$ cat config.mk
export PLATFORM = sky130hd
export DESIGN_NAME = rps_match_engine
export DESIGN_NICKNAME = d
export VERILOG_FILES = /design/src/rtl/rps_pkg.sv /design/src/rtl/rps_judge.sv /design/src/rtl/rps_match_engine.sv
export SDC_FILE = /design/constraint.sdc
export NUM_CORES = 1
export LEC_CHECK = 0
export ABC_AREA = 0
export ABC_CLOCK_PERIOD_IN_PS = 7600
export CAP_MARGIN = 10
export CORE_ASPECT_RATIO = 1.5
export CORE_MARGIN = 1
export CORE_UTILIZATION = 55
export CTS_CLUSTER_DIAMETER = 50
export CTS_CLUSTER_SIZE = 28
export DETAILED_ROUTE_END_ITERATION = 10
export PLACE_DENSITY = 0.84
export SLEW_MARGIN = 25
export SYNTH_ARGS = -nofsm -noshare
export SYNTH_HDL_FRONTEND = slang
export SYNTH_SLANG_ARGS = --single-unit
$ cat constraint.sdc
create_clock -name clk -period 7.6 [get_ports clk]
set_clock_uncertainty 0.1 [all_clocks]
set_input_delay 1.52 -clock clk [delete_from_list [all_inputs] [get_ports clk]]
set_output_delay 1.52 -clock clk [all_outputs]
set_load 0.01 [all_outputs]
$ cat src/rtl/rps_pkg.sv
// ----------------------------------------------------------------------------
// rps_pkg
// Shared definitions for the stone-paper-scissors match engine:
//   - gesture codes (classic set plus lizard/spock)
//   - round result codes and match-winner codes
//   - FSM state enumeration
// No ports; imported by rps_judge and rps_match_engine.
// ----------------------------------------------------------------------------
package rps_pkg;

    // Gesture codes
    localparam logic [2:0] MV_STONE    = 3'd0;
    localparam logic [2:0] MV_PAPER    = 3'd1;
    localparam logic [2:0] MV_SCISSORS = 3'd2;
    localparam logic [2:0] MV_LIZARD   = 3'd3;
    localparam logic [2:0] MV_SPOCK    = 3'd4;

    // Round result codes
    localparam logic [1:0] RES_TIE     = 2'b00;
    localparam logic [1:0] RES_P1      = 2'b01;
    localparam logic [1:0] RES_P2      = 2'b10;
    localparam logic [1:0] RES_INVALID = 2'b11;

    // Match winner codes
    localparam logic [1:0] MW_NONE = 2'b00;
    localparam logic [1:0] MW_P1   = 2'b01;
    localparam logic [1:0] MW_P2   = 2'b10;

    typedef enum logic [1:0] {
        ST_IDLE       = 2'd0,
        ST_EVAL       = 2'd1,
        ST_RESULT     = 2'd2,
        ST_MATCH_OVER = 2'd3
    } state_t;

endpackage

$ cat src/rtl/rps_judge.sv
// ----------------------------------------------------------------------------
// rps_judge
// Purely combinational round judge.
// Optional feature macro: RPS_LIZARD_SPOCK_EN
//   defined   : codes 0-4 valid (stone, paper, scissors, lizard, spock)
//   undefined : codes 0-2 valid, classic rules
// Ports:
//   i_p1_move [2:0] : player 1 gesture code
//   i_p2_move [2:0] : player 2 gesture code
//   o_result  [1:0] : 00 tie, 01 P1 wins, 10 P2 wins, 11 invalid
// ----------------------------------------------------------------------------
module rps_judge
    import rps_pkg::*;
(
    input  logic [2:0] i_p1_move,
    input  logic [2:0] i_p2_move,
    output logic [1:0] o_result
);

    logic w_p1_valid;
    logic w_p2_valid;
    logic w_p1_beats;

    // True when gesture a defeats gesture b (both assumed valid and distinct)
    function automatic logic f_beats(input logic [2:0] a, input logic [2:0] b);
        logic r;
        r = 1'b0;
        case (a)
`ifdef RPS_LIZARD_SPOCK_EN
            MV_STONE:    r = (b == MV_SCISSORS) || (b == MV_LIZARD);
            MV_PAPER:    r = (b == MV_STONE)    || (b == MV_SPOCK);
            MV_SCISSORS: r = (b == MV_PAPER)    || (b == MV_LIZARD);
            MV_LIZARD:   r = (b == MV_PAPER)    || (b == MV_SPOCK);
            MV_SPOCK:    r = (b == MV_STONE)    || (b == MV_SCISSORS);
`else
            MV_STONE:    r = (b == MV_SCISSORS);
            MV_PAPER:    r = (b == MV_STONE);
            MV_SCISSORS: r = (b == MV_PAPER);
`endif
            default:     r = 1'b0;
        endcase
        return r;
    endfunction

`ifdef RPS_LIZARD_SPOCK_EN
    assign w_p1_valid = (i_p1_move <= MV_SPOCK);
    assign w_p2_valid = (i_p2_move <= MV_SPOCK);
`else
    assign w_p1_valid = (i_p1_move <= MV_SCISSORS);
    assign w_p2_valid = (i_p2_move <= MV_SCISSORS);
`endif

    assign w_p1_beats = f_beats(i_p1_move, i_p2_move);

    always_comb begin
        if (!w_p1_valid || !w_p2_valid) begin
            o_result = RES_INVALID;
        end else if (i_p1_move == i_p2_move) begin
            o_result = RES_TIE;
        end else if (w_p1_beats) begin
            o_result = RES_P1;
        end else begin
            o_result = RES_P2;
        end
    end

endmodule

$ cat src/rtl/rps_match_engine.sv
// ----------------------------------------------------------------------------
// rps_match_engine
// Multi-round stone-paper-scissors match controller. Latches both moves on a
// rising edge of start, judges the round, keeps scores and a round count and
// declares a match winner at WINS_TO_MATCH wins or after MAX_ROUNDS rounds.
// Optional feature macro: RPS_LIZARD_SPOCK_EN (handled inside rps_judge).
// Ports:
//   clk, reset          : clock, asynchronous active-high reset
//   start               : player button level; only its rising edge acts
//   p1_move, p2_move    : 3-bit gesture codes
//   round_result [1:0]  : last round outcome (00 tie,01 P1,10 P2,11 invalid)
//   result_valid        : one-cycle pulse when round_result updates
//   p1_score, p2_score  : round wins per player (SCORE_W bits)
//   round_count         : valid rounds played (ROUND_W bits)
//   match_over          : high while in MATCH_OVER
//   match_winner [1:0]  : 00 draw/none, 01 P1, 10 P2
//   state [1:0]         : current FSM state code
// ----------------------------------------------------------------------------
module rps_match_engine
    import rps_pkg::*;
#(
    parameter int WINS_TO_MATCH = 3,
    parameter int MAX_ROUNDS    = 9,
    parameter int SCORE_W       = 4,
    parameter int ROUND_W       = 4
) (
    input  logic               clk,
    input  logic               reset,
    input  logic               start,
    input  logic [2:0]         p1_move,
    input  logic [2:0]         p2_move,
    output logic [1:0]         round_result,
    output logic               result_valid,
    output logic [SCORE_W-1:0] p1_score,
    output logic [SCORE_W-1:0] p2_score,
    output logic [ROUND_W-1:0] round_count,
    output logic               match_over,
    output logic [1:0]         match_winner,
    output logic [1:0]         state
);

    state_t             r_state;
    state_t             w_next_state;
    logic               r_start_q;
    logic               w_rise;
    logic [2:0]         r_p1_move;
    logic [2:0]         r_p2_move;
    logic [1:0]         w_judge;
    logic [1:0]         r_round_result;
    logic               r_result_valid;
    logic [SCORE_W-1:0] r_p1_score;
    logic [SCORE_W-1:0] r_p2_score;
    logic [ROUND_W-1:0] r_round_count;
    logic               r_match_over;
    logic [1:0]         r_match_winner;

    logic [SCORE_W-1:0] w_p1_score_nxt;
    logic [SCORE_W-1:0] w_p2_score_nxt;
    logic [ROUND_W-1:0] w_round_count_nxt;
    logic               w_hit_p1;
    logic               w_hit_p2;
    logic               w_match_end;
    logic [1:0]         w_winner_nxt;

    logic               w_do_latch;
    logic               w_do_eval;
    logic               w_do_clear;

    assign w_rise = start & ~r_start_q;

    rps_judge u_judge (
        .i_p1_move (r_p1_move),
        .i_p2_move (r_p2_move),
        .o_result  (w_judge)
    );

    // Post-update values of the counters for the round being judged
    assign w_p1_score_nxt    = r_p1_score + SCORE_W'(w_judge == RES_P1);
    assign w_p2_score_nxt    = r_p2_score + SCORE_W'(w_judge == RES_P2);
    assign w_round_count_nxt = r_round_count + ROUND_W'(w_judge != RES_INVALID);
    assign w_hit_p1          = (w_p1_score_nxt == SCORE_W'(WINS_TO_MATCH));
    assign w_hit_p2          = (w_p2_score_nxt == SCORE_W'(WINS_TO_MATCH));
    assign w_match_end       = w_hit_p1 || w_hit_p2 ||
                               (w_round_count_nxt == ROUND_W'(MAX_ROUNDS));

    // Threshold winner takes priority over the round-cap comparison
    always_comb begin
        if (w_hit_p1) begin
            w_winner_nxt = MW_P1;
        end else if (w_hit_p2) begin
            w_winner_nxt = MW_P2;
        end else if (w_p1_score_nxt > w_p2_score_nxt) begin
            w_winner_nxt = MW_P1;
        end else if (w_p2_score_nxt > w_p1_score_nxt) begin
            w_winner_nxt = MW_P2;
        end else begin
            w_winner_nxt = MW_NONE;
        end
    end

    // FSM: state register
    always_ff @(posedge clk or posedge reset) begin
        if (reset) begin
            r_state <= ST_IDLE;
        end else begin
            r_state <= w_next_state;
        end
    end

    // FSM: next-state logic
    always_comb begin
        w_next_state = r_state;
        case (r_state)
            ST_IDLE:       if (w_rise) w_next_state = ST_EVAL;
            ST_EVAL:       w_next_state = w_match_end ? ST_MATCH_OVER : ST_RESULT;
            ST_RESULT:     if (!start) w_next_state = ST_IDLE;
            ST_MATCH_OVER: if (w_rise) w_next_state = ST_IDLE;
            default:       w_next_state = ST_IDLE;
        endcase
    end

    // FSM: output/control decode feeding the registered datapath
    always_comb begin
        w_do_latch = 1'b0;
        w_do_eval  = 1'b0;
        w_do_clear = 1'b0;
        case (r_state)
            ST_IDLE:       w_do_latch = w_rise;
            ST_EVAL:       w_do_eval  = 1'b1;
            ST_MATCH_OVER: w_do_clear = w_rise;
            default:       ;
        endcase
    end

    // Registered datapath; every output comes straight from a flop
    always_ff @(posedge clk or posedge reset) begin
        if (reset) begin
            r_start_q      <= 1'b1;
            r_p1_move      <= '0;
            r_p2_move      <= '0;
            r_round_result <= RES_TIE;
            r_result_valid <= 1'b0;
            r_p1_score     <= '0;
            r_p2_score     <= '0;
            r_round_count  <= '0;
            r_match_over   <= 1'b0;
            r_match_winner <= MW_NONE;
        end else begin
            r_start_q      <= start;
            r_result_valid <= w_do_eval;
            r_match_over   <= (w_next_state == ST_MATCH_OVER);
            if (w_do_latch) begin
                r_p1_move <= p1_move;
                r_p2_move <= p2_move;
            end
            if (w_do_eval) begin
                r_round_result <= w_judge;
                r_p1_score     <= w_p1_score_nxt;
                r_p2_score     <= w_p2_score_nxt;
                r_round_count  <= w_round_count_nxt;
                if (w_match_end) begin
                    r_match_winner <= w_winner_nxt;
                end
            end
            if (w_do_clear) begin
                r_round_result <= RES_TIE;
                r_p1_score     <= '0;
                r_p2_score     <= '0;
                r_round_count  <= '0;
                r_match_winner <= MW_NONE;
            end
        end
    end

    assign round_result = r_round_result;
    assign result_valid = r_result_valid;
    assign p1_score     = r_p1_score;
    assign p2_score     = r_p2_score;
    assign round_count  = r_round_count;
    assign match_over   = r_match_over;
    assign match_winner = r_match_winner;
    assign state        = r_state;

endmodule
==> results of run 1 <==
cells in the mapped netlist:
| library cell | n | share of area (%) |
|---|---|---|
| xnor2_1 | 5 | 2.9 |
| inv_1 | 8 | 2.0 |
| nand4_1 | 2 | 0.82 |
| nor2b_1 | 3 | 1.2 |
| mux2i_1 | 2 | 1.3 |
| nor2_1 | 10 | 2.5 |
| o221a_2 | 1 | 0.74 |
| o311ai_4 | 1 | 1.7 |
| a22oi_2 | 1 | 0.82 |
| and2_1 | 2 | 0.82 |
| mux2_2 | 5 | 3.7 |
| nor3_1 | 3 | 0.99 |
| nor3b_2 | 1 | 0.82 |
| ha_1 | 9 | 7.4 |
| a21oi_1 | 7 | 2.3 |
| dfrtp_1 | 26 | 43 |
| o21ai_2 | 1 | 0.58 |
| dfstp_2 | 1 | 1.7 |
| o22ai_1 | 1 | 0.41 |
| clkbuf_1 | 2 | 0.49 |
| buf_4 | 1 | 0.49 |
| nand2_2 | 1 | 0.41 |
| o211a_1 | 1 | 0.66 |
| and2b_1 | 1 | 0.49 |
| a31oi_1 | 4 | 1.6 |
| or2_1 | 1 | 0.41 |
| nand2_1 | 20 | 4.9 |
| and4_1 | 1 | 0.58 |
| xor2_1 | 4 | 2.3 |
| and3_1 | 2 | 0.82 |
| nand2b_1 | 1 | 0.41 |
| buf_2 | 3 | 0.99 |
| o21ai_0 | 20 | 6.6 |
| nand3_1 | 10 | 3.3 |
where the power goes:
group	total, mW	leakage (nW)	switching (mW)	internal, mW
clock	0.0818	0.0228	0.0442	0.0376
sequential	0.261	0.345	0.0624	0.199
combinational	0.373	0.485	0.191	0.182
per-stage QoR:
stage               instance area (sq um)  std cells
finish                               1863        224
global route                         1863        224
CTS                                  1863        224
detailed placement                   1818        220
global placement                     1818        220
floorplan                            1521        161
layout make-up:
| type | count | area, sq um | area share (%) |
|---|---|---|---|
| repair buffers | 28 | 280.3 | 15.04 |
| inverters | 8 | 30.03 | 1.612 |
| clock buffers | 4 | 45.04 | 2.418 |
| multi-input cells | 120 | 784.5 | 42.11 |
| well taps | 37 | 46.29 | 2.485 |
| flip-flops and latches | 27 | 676.9 | 36.33 |
worst reg2reg max path, delay by kind of cell, from the launching register on:
kind	cells	cell delay, ns
AND/OR/NAND/NOR	5	0.76
AO/OA/AOI/OAI	4	0.65
flip-flops	1	0.45
adder cells (fa/ha/maj)	2	0.45
XOR/XNOR	1	0.32
multiplexers	1	0.13
sequential cells by signal, indices dropped and copies added, names as in the netlist:
register	cells
result_valid	1
state	2
r_p2_move	3
match_winner	2
p1_score	4
p2_score	4
match_over	1
r_start_q	1
r_p1_move	3
round_count	4
round_result	2
worst paths after layout:
kind	from	endpoint	slack, ns	depth (start not counted)
worst max-delay path	start	r_p2_move[2]$_DFFE_PP0P_	4.57	4
worst min-delay path	match_winner[0]$_DFFE_PP0P_	match_winner[0]$_DFFE_PP0P_	0.44	2
worst max register to register	r_p2_move[0]$_DFFE_PP0P_	match_winner[1]$_DFFE_PP0P_	4.67	13
worst min register to register	match_winner[0]$_DFFE_PP0P_	match_winner[0]$_DFFE_PP0P_	0.44	2
max in group asynchronous	reset	p2_score[2]$_DFFE_PP0P_	5.52	2
min in group asynchronous	reset	result_valid$_DFF_PP0_	1.51	2
cell families after synthesis:
kind of cell,Yosys count,share of synthesized area [%]
AOI/OAI and AO/OA,37,15.46
xor gates and xnor gates,9,5.181
adders and majority gates,9,7.401
buffers and inverters,14,3.948
DFF,27,44.49
muxes,7,5.016
and+or+nand+nor,58,18.50
metal layers:
| metal | vias to the layer above | wire (microns) | part of all wire [%] | GRT usage, % |
|---|---|---|---|---|
| met5 | - | 0 | 0 | 0 |
| met4 | 0 | 48 | 1.5 | 7.955 |
| met3 | 6 | 98 | 3.2 | 4.918 |
| met2 | 27 | 1714 | 55 | 45.11 |
| met1 | 599 | 1239 | 40 | 28.06 |
| li1 | 610 | - | - | - |
==> flow_summary.html, run 1 <==
<table>
<tr><th>Metric</th><th>Value</th></tr>
<tr><th colspan="2">Status</th></tr>
<tr><td>Status</td><td>finished, final reports clean</td></tr>
<tr><th colspan="2">Timing</th></tr>
<tr><td>Hold slack final</td><td>~0.44 ns</td></tr>
<tr><td>Endpoints failing hold</td><td>0</td></tr>
<tr><td>Crit path time final</td><td>3.026 ns</td></tr>
<tr><td>Worst Max-Slew Pin Slew</td><td>between 0.6 and 0.7 ns</td></tr>
<tr><td>RSZ-0062 raised after global routing</td><td>no</td></tr>
<tr><td>Final setup violating endpoints</td><td>0</td></tr>
<tr><td>Upper clock frequency limit</td><td>330.5 MHz</td></tr>
<tr><td>Share of the clock period used by the worst path</td><td>about two fifths</td></tr>
<tr><td>Relative slew slack</td><td>54.79%</td></tr>
<tr><td>Max-slew violation total from the final report</td><td>0</td></tr>
<tr><td>Fin worst setup slack</td><td>about 4.6 ns</td></tr>
<tr><td>Setup TNS</td><td>0 ns</td></tr>
<tr><th colspan="2">Place</th></tr>
<tr><td>Post-placement worst setup slack</td><td>roughly 4.3 ns</td></tr>
<tr><td>Dpl hpwl</td><td>2.366 mm</td></tr>
<tr><td>Final weighted congestion of routability-driven global placement</td><td>approximately 0.86</td></tr>
<tr><td>Number of buffers inserted by port buffering</td><td>28</td></tr>
<tr><th colspan="2">Layout</th></tr>
<tr><td>Number of nets in the final layout</td><td>a little over 200</td></tr>
<tr><td>Most common cell after layout, fill and taps aside</td><td>clkdlybuf4s50_1</td></tr>
<tr><td>Commonest non-fill, non-tap cells in the layout</td><td>28 x clkdlybuf4s50_1, 26 x dfrtp_1, 20 x nand2_1, 20 x o21ai_0</td></tr>
<tr><td>Number of inserted diodes</td><td>0</td></tr>
<tr><td>Growth of design area from synthesis to finish</td><td>22.45%</td></tr>
<tr><td>Post-Route Utilization</td><td>approximately 70%</td></tr>
<tr><td>Fraction of final layout cells sized beyond drive strength 1</td><td>8.556%</td></tr>
<tr><td>Number of fill cells</td><td>224</td></tr>
<tr><th colspan="2">Route</th></tr>
<tr><td>DR vias</td><td>1242</td></tr>
<tr><td>Routed Wire Length</td><td>roughly 3.1 mm</td></tr>
<tr><td>First-pass iteration count of the detailed router</td><td>4</td></tr>
<tr><td>Post-DR wirelength/cell</td><td>around 14 microns</td></tr>
<tr><td>Via density per instance</td><td>approximately 5.5</td></tr>
<tr><td>DRC violation count after routing</td><td>0</td></tr>
<tr><td>Number of DRC markers in iteration 0</td><td>27</td></tr>
<tr><td>Remaining number of nets flagged by the antenna check after routing</td><td>0</td></tr>
<tr><th colspan="2">Setup path</th></tr>
<tr><td>Worst path max stage delay</td><td>0.50 ns</td></tr>
<tr><td>Critical path launch point type</td><td>input pin</td></tr>
<tr><td>Top delay family on crit path</td><td>simple AND/OR/NAND/NOR gates</td></tr>
<tr><td>Critical path capture point type</td><td>register</td></tr>
<tr><td>Master of the slowest instance on the critical path</td><td>clkdlybuf4s50_1</td></tr>
<tr><td>Arrival time at the worst endpoint</td><td>a little over 3 ns</td></tr>
<tr><td>Category of the critical setup timing path</td><td>input pin to register</td></tr>
<tr><td>Critical Path, Cell by Cell</td><td>clkdlybuf4s50_1 &gt; and2b_1 &gt; nor3b_2 &gt; mux2_2</td></tr>
<tr><td>Critical path data required time</td><td>7.66 ns</td></tr>
<tr><td>CP Buf/Inv Count</td><td>1</td></tr>
<tr><td>Max FO, Critical Path</td><td>7</td></tr>
<tr><th colspan="2">Floorplan</th></tr>
<tr><td>Die outline area</td><td>approximately 3000 sq um</td></tr>
<tr><td>Die height</td><td>66.42 microns</td></tr>
<tr><td>Starting Density</td><td>between 50% and 60%</td></tr>
<tr><td>Die X</td><td>roughly 45 microns</td></tr>
<tr><td>Number of I/O pins</td><td>29</td></tr>
<tr><td>Number of core rows</td><td>23</td></tr>
<tr><td>Placeable core region</td><td>approximately 2600 sq um</td></tr>
<tr><th colspan="2">Clock tree</th></tr>
<tr><td>Clock edge transition at the registers on the reported setup and hold paths</td><td>0.09 ns</td></tr>
<tr><td>Root Buffer Master</td><td>clkbuf_8</td></tr>
<tr><td>Number of buffers added for setup after CTS</td><td>0</td></tr>
<tr><td>Clock latency on the worst-skew pair</td><td>roughly 0.27 ns</td></tr>
<tr><td>Post-cts gate resize count</td><td>0</td></tr>
<tr><td>Cts hold-fix bufs</td><td>0</td></tr>
<tr><td>Number of buffers on the longest clock path</td><td>2</td></tr>
<tr><td>Clk sink count</td><td>27</td></tr>
<tr><td>Maximum level of the CTS H-tree</td><td>1</td></tr>
<tr><td>Clock tree from TritonCTS</td><td>built</td></tr>
<tr><td>Number of CTS-inserted buffers</td><td>3</td></tr>
<tr><th colspan="2">Global route</th></tr>
<tr><td>Vias in the first global route</td><td>roughly 1300</td></tr>
<tr><td>Wire length of the first global-routing pass</td><td>about 5.5 mm</td></tr>
<tr><td>Global routing usage summed across all routing layers</td><td>between 20% and 30%</td></tr>
<tr><td>Initial antenna violation count</td><td>0</td></tr>
<tr><td>Total overflow reported by the global router</td><td>0</td></tr>
<tr><td>Pin count of the biggest net entering global routing</td><td>28</td></tr>
<tr><th colspan="2">Power and ir drop</th></tr>
<tr><td>Largest voltage drop on the vdd net</td><td>0.0002653 V</td></tr>
<tr><td>Overall power</td><td>around 720 uW</td></tr>
<tr><td>Power Dens Cells</td><td>a little under 400 nW/um^2</td></tr>
<tr><td>Lkg Pwr</td><td>between 0.8 and 0.9 nW</td></tr>
<tr><th colspan="2">Synth</th></tr>
<tr><td>Share of the yosys chip area belonging to registers</td><td>between 40% and 50%</td></tr>
<tr><td>Post-Synthesis Cell Area</td><td>1521 sq um</td></tr>
<tr><td>Number of distinct library cell variants in the gate-level netlist after synthesis</td><td>34</td></tr>
<tr><td>Net count of the mapped netlist</td><td>roughly 180</td></tr>
<tr><td>Syn Area/Cell</td><td>approximately 9.5 sq um</td></tr>
<tr><td>Total of flip-flops plus latches after synthesis</td><td>27</td></tr>
<tr><td>Gate count after technology mapping</td><td>161</td></tr>
<tr><td>Synthesis Warnings</td><td>0</td></tr>
<tr><th colspan="2">Worst hold path</th></tr>
<tr><td>Worst min path class</td><td>register to register</td></tr>
<tr><th colspan="2">Run</th></tr>
<tr><td>Number of maximum-capacitance violations</td><td>0</td></tr>
</table>
Power figures use the tool's default switching activity.
==> run 2: changes to the inputs <==
ABC_CLOCK_PERIOD_IN_PS = 2850   (was 7600)
CORE_UTILIZATION = 51   (was 55)
PLACE_DENSITY = 0.79   (was 0.84)
clock period = 2.85 ns   (was 7.6 ns; I/O delays follow)
==> flow_summary.html, run 2 (synthesis results as in run 1) <==
<table>
<tr><th>Metric</th><th>Value</th></tr>
<tr><th colspan="2">Floorplan</th></tr>
<tr><td>Die height</td><td>68.90 microns (was 66.42 microns)</td></tr>
<tr><td>Die outline area</td><td>3210 sq um (was 2985 sq um)</td></tr>
<tr><td>Starting Density</td><td>55.07% (was 57.47%)</td></tr>
<tr><td>Placeable core region</td><td>2763 sq um (was 2648 sq um)</td></tr>
<tr><td>Number of core rows</td><td>23 (unchanged)</td></tr>
<tr><td>Number of I/O pins</td><td>29 (unchanged)</td></tr>
<tr><td>Die X</td><td>46.60 microns (was 44.95 microns)</td></tr>
<tr><th colspan="2">Timing</th></tr>
<tr><td>Upper clock frequency limit</td><td>351.1 MHz</td></tr>
<tr><td>Worst Max-Slew Pin Slew</td><td>0.6698 ns (was 0.6781 ns)</td></tr>
<tr><td>Max-slew violation total from the final report</td><td>0 (unchanged)</td></tr>
<tr><td>Endpoints failing hold</td><td>0 (unchanged)</td></tr>
<tr><td>Share of the clock period used by the worst path</td><td>between 90% and 100%</td></tr>
<tr><td>Final setup violating endpoints</td><td>0 (unchanged)</td></tr>
<tr><td>Fin worst setup slack</td><td>0.001723 ns (was 4.574 ns)</td></tr>
<tr><td>Relative slew slack</td><td>55.35% (was 54.79%)</td></tr>
<tr><td>Crit path time final</td><td>approximately 2.8 ns</td></tr>
<tr><td>Hold slack final</td><td>0.4659 ns (was 0.4394 ns)</td></tr>
<tr><td>Setup TNS</td><td>0 ns (unchanged)</td></tr>
<tr><th colspan="2">Global route</th></tr>
<tr><td>Met3 track demand over resource</td><td>2.604% (was 4.918%)</td></tr>
<tr><td>Grt met2 use</td><td>50.69% (was 45.11%)</td></tr>
<tr><td>Total overflow reported by the global router</td><td>0 (unchanged)</td></tr>
<tr><td>Wire length of the first global-routing pass</td><td>6.044 mm (was 5.506 mm)</td></tr>
<tr><td>Global routing usage summed across all routing layers</td><td>26.45% (was 24.92%)</td></tr>
<tr><td>Pin count of the biggest net entering global routing</td><td>28 (unchanged)</td></tr>
<tr><td>Most used routing layer</td><td>met2 (unchanged)</td></tr>
<tr><td>Global routing usage on met1</td><td>26.97% (was 28.06%)</td></tr>
<tr><td>Initial antenna violation count</td><td>0 (unchanged)</td></tr>
<tr><td>Vias in the first global route</td><td>1380 (was 1268)</td></tr>
<tr><th colspan="2">Layout</th></tr>
<tr><td>Fraction of final layout cells sized beyond drive strength 1</td><td>21.99% (was 8.556%)</td></tr>
<tr><td>Commonest non-fill, non-tap cells in the layout</td><td>28 x clkdlybuf4s50_1, 23 x dfrtp_1, 20 x nand2_1 (was 28 x clkdlybuf4s50_1, 26 x dfrtp_1, 20 x nand2_1, 20 x o21ai_0)</td></tr>
<tr><td>Number of non-filler instances in the completed layout</td><td>228 (was 224)</td></tr>
<tr><td>Growth of design area from synthesis to finish</td><td>33.22% (was 22.45%)</td></tr>
<tr><td>Post-Route Utilization</td><td>73.37% (was 70.37%)</td></tr>
<tr><td>Most common cell after layout, fill and taps aside</td><td>clkdlybuf4s50_1 (unchanged)</td></tr>
<tr><td>Number of inserted diodes</td><td>0 (unchanged)</td></tr>
<tr><td>Post-Layout Inst Area</td><td>2027 sq um (was 1863 sq um)</td></tr>
<tr><td>Number of nets in the final layout</td><td>210 (was 206)</td></tr>
<tr><th colspan="2">Setup path</th></tr>
<tr><td>Critical path launch point type</td><td>register (was input pin)</td></tr>
<tr><td>Critical path data required time</td><td>2.95 ns (was 7.66 ns)</td></tr>
<tr><td>Max FO, Critical Path</td><td>6 (was 7)</td></tr>
<tr><td>Arrival time at the worst endpoint</td><td>2.95 ns (was 3.09 ns)</td></tr>
<tr><td>Critical path capture point type</td><td>register (unchanged)</td></tr>
<tr><td>Category of the critical setup timing path</td><td>register to register (was input pin to register)</td></tr>
<tr><th colspan="2">Clock tree</th></tr>
<tr><td>Clock tree from TritonCTS</td><td>built (unchanged)</td></tr>
<tr><td>Clock latency on the worst-skew pair</td><td>0.28 ns (was 0.27 ns)</td></tr>
<tr><td>Clock edge transition at the registers on the reported setup and hold paths</td><td>0.09 ns (about the same)</td></tr>
<tr><td>Root Buffer Master</td><td>clkbuf_8 (unchanged)</td></tr>
<tr><td>Number of CTS-inserted buffers</td><td>3 (unchanged)</td></tr>
<tr><td>Clk sink count</td><td>27 (unchanged)</td></tr>
<tr><td>Number of buffers on the longest clock path</td><td>2 (unchanged)</td></tr>
<tr><td>Cts hold-fix bufs</td><td>0 (unchanged)</td></tr>
<tr><td>Maximum level of the CTS H-tree</td><td>1 (unchanged)</td></tr>
<tr><th colspan="2">Power and ir drop</th></tr>
<tr><td>Largest voltage drop on the vdd net</td><td>0.0007640 V (was 0.0002653 V)</td></tr>
<tr><td>Int Power</td><td>1.265 mW (was 417.8 uW)</td></tr>
<tr><td>Combinational share of power</td><td>58.2% (was 52.1%)</td></tr>
<tr><td>Power Dens Cells</td><td>1119 nW/um^2 (was 384.2 nW/um^2)</td></tr>
<tr><td>Sw Share</td><td>44.23% (was 41.62%)</td></tr>
<tr><td>Clock network fraction of total power</td><td>9.8% (was 11.4%)</td></tr>
<tr><td>Overall power</td><td>2.269 mW (was 715.8 uW)</td></tr>
<tr><td>Power share of the sequential group</td><td>31.9% (was 36.5%)</td></tr>
<tr><td>Psw</td><td>1.004 mW (was 297.9 uW)</td></tr>
<tr><td>Lkg Pwr</td><td>0.8919 nW (was 0.8532 nW)</td></tr>
<tr><th colspan="2">Route</th></tr>
<tr><td>Routed Wire Length</td><td>3.965 mm (was 3.101 mm)</td></tr>
<tr><td>Remaining number of nets flagged by the antenna check after routing</td><td>0 (unchanged)</td></tr>
<tr><td>First-pass iteration count of the detailed router</td><td>4 (unchanged)</td></tr>
<tr><td>DR vias</td><td>1358 (was 1242)</td></tr>
<tr><td>Post-DR wirelength/cell</td><td>17.39 microns (was 13.84 microns)</td></tr>
<tr><td>Number of DRC markers in iteration 0</td><td>43 (was 27)</td></tr>
<tr><td>Via density per instance</td><td>5.956 (was 5.545)</td></tr>
<tr><td>DRC violation count after routing</td><td>0 (unchanged)</td></tr>
<tr><th colspan="2">Place</th></tr>
<tr><td>Placed cell areas</td><td>1841 sq um (was 1818 sq um)</td></tr>
<tr><td>Cell Count Post-Placement</td><td>223 (was 220)</td></tr>
<tr><td>Final weighted congestion of routability-driven global placement</td><td>0.8846 (was 0.8591)</td></tr>
<tr><td>Dpl hpwl</td><td>2.714 mm (was 2.366 mm)</td></tr>
<tr><td>Number of buffers inserted by port buffering</td><td>28 (unchanged)</td></tr>
<tr><td>Post-placement worst setup slack</td><td>0.03638 ns (was 4.276 ns)</td></tr>
<tr><th colspan="2">Status</th></tr>
<tr><td>Status</td><td>finished, final reports clean (unchanged)</td></tr>
<tr><th colspan="2">Worst hold path</th></tr>
<tr><td>Worst min path class</td><td>register to register (unchanged)</td></tr>
<tr><th colspan="2">Run</th></tr>
<tr><td>Number of maximum-capacitance violations</td><td>0 (unchanged)</td></tr>
</table>
==> run 2: area by class of cell <==
| class | count | area, sq um |
|---|---|---|
| clock buffer | 3 | 41.29 |
| clock inverter | 1 | 5.005 |
| fill | 211 | 735.7 |
| inverter | 8 | 30.03 |
| multi-input combinational | 120 | 913.4 |
| sequential | 27 | 680.7 |
| tap | 37 | 46.29 |
| timing repair buffer | 32 | 310.3 |
==> run 2: path summary, 6_finish.rpt <==
kind	start	cells past startpoint	endpoint	slack, ns
max in group asynchronous	reset	3	r_start_q$_DFF_PP1_	1.80
max	r_p2_move[1]$_DFFE_PP0P_	15	match_winner[1]$_DFFE_PP0P_	0.002
min reg2reg	round_count[3]$_DFFE_PP0P_	1	round_count[3]$_DFFE_PP0P_	0.47
max reg2reg	r_p2_move[1]$_DFFE_PP0P_	15	match_winner[1]$_DFFE_PP0P_	0.002
min	round_count[3]$_DFFE_PP0P_	1	round_count[3]$_DFFE_PP0P_	0.47
min in group asynchronous	reset	3	r_p1_move[1]$_DFFE_PP0P_	0.56
==> run 2: power groups by stage <==
| stage | clock network [mW] | registers (mW) | logic [mW] |
|---|---|---|---|
| floorplan | 0 | 0.689 | 0.657 |
| global placement | 0 | 0.691 | 0.992 |
| detailed placement | 0 | 0.704 | 1.05 |
| CTS | 0.225 | 0.695 | 1.06 |
| global route | 0.243 | 0.748 | 1.43 |
| finish | 0.223 | 0.725 | 1.32 |
==> run 2: layer usage <==
layer | up-vias | part of all wire [%]
li1 | 616 | -
met3 | 22 | 4.5
met1 | 658 | 35
met2 | 62 | 57
met4 | 0 | 3.4
met5 | - | 0
==> run 2: timing repair <==
action                                  CTS  global route
pin swaps                                 0            10
resized for setup                         1            25
endpoints found under the setup margin    1             3
setup buffers                             0             2
==> run 2: critical path, cell delays in order, from the launching register on <==
cell,delay (ns)
dfrtp_2,0.46
inv_1,0.14
and2_4,0.17
a21oi_2,0.04
nor2_1,0.10
a31oi_1,0.06
nor3_2,0.19
ha_2,0.25
nand3_2,0.11
xor2_2,0.23
inv_2,0.09
ha_4,0.31
nand3_4,0.10
a31oi_4,0.19
o21ai_1,0.10
mux2i_1,0.15
==> run 3: changes to the inputs <==
CORE_MARGIN = unset   (was 1)
==> results of run 3 <==
Same layout as run 2: the final DEF is identical, and so are final timing and power.
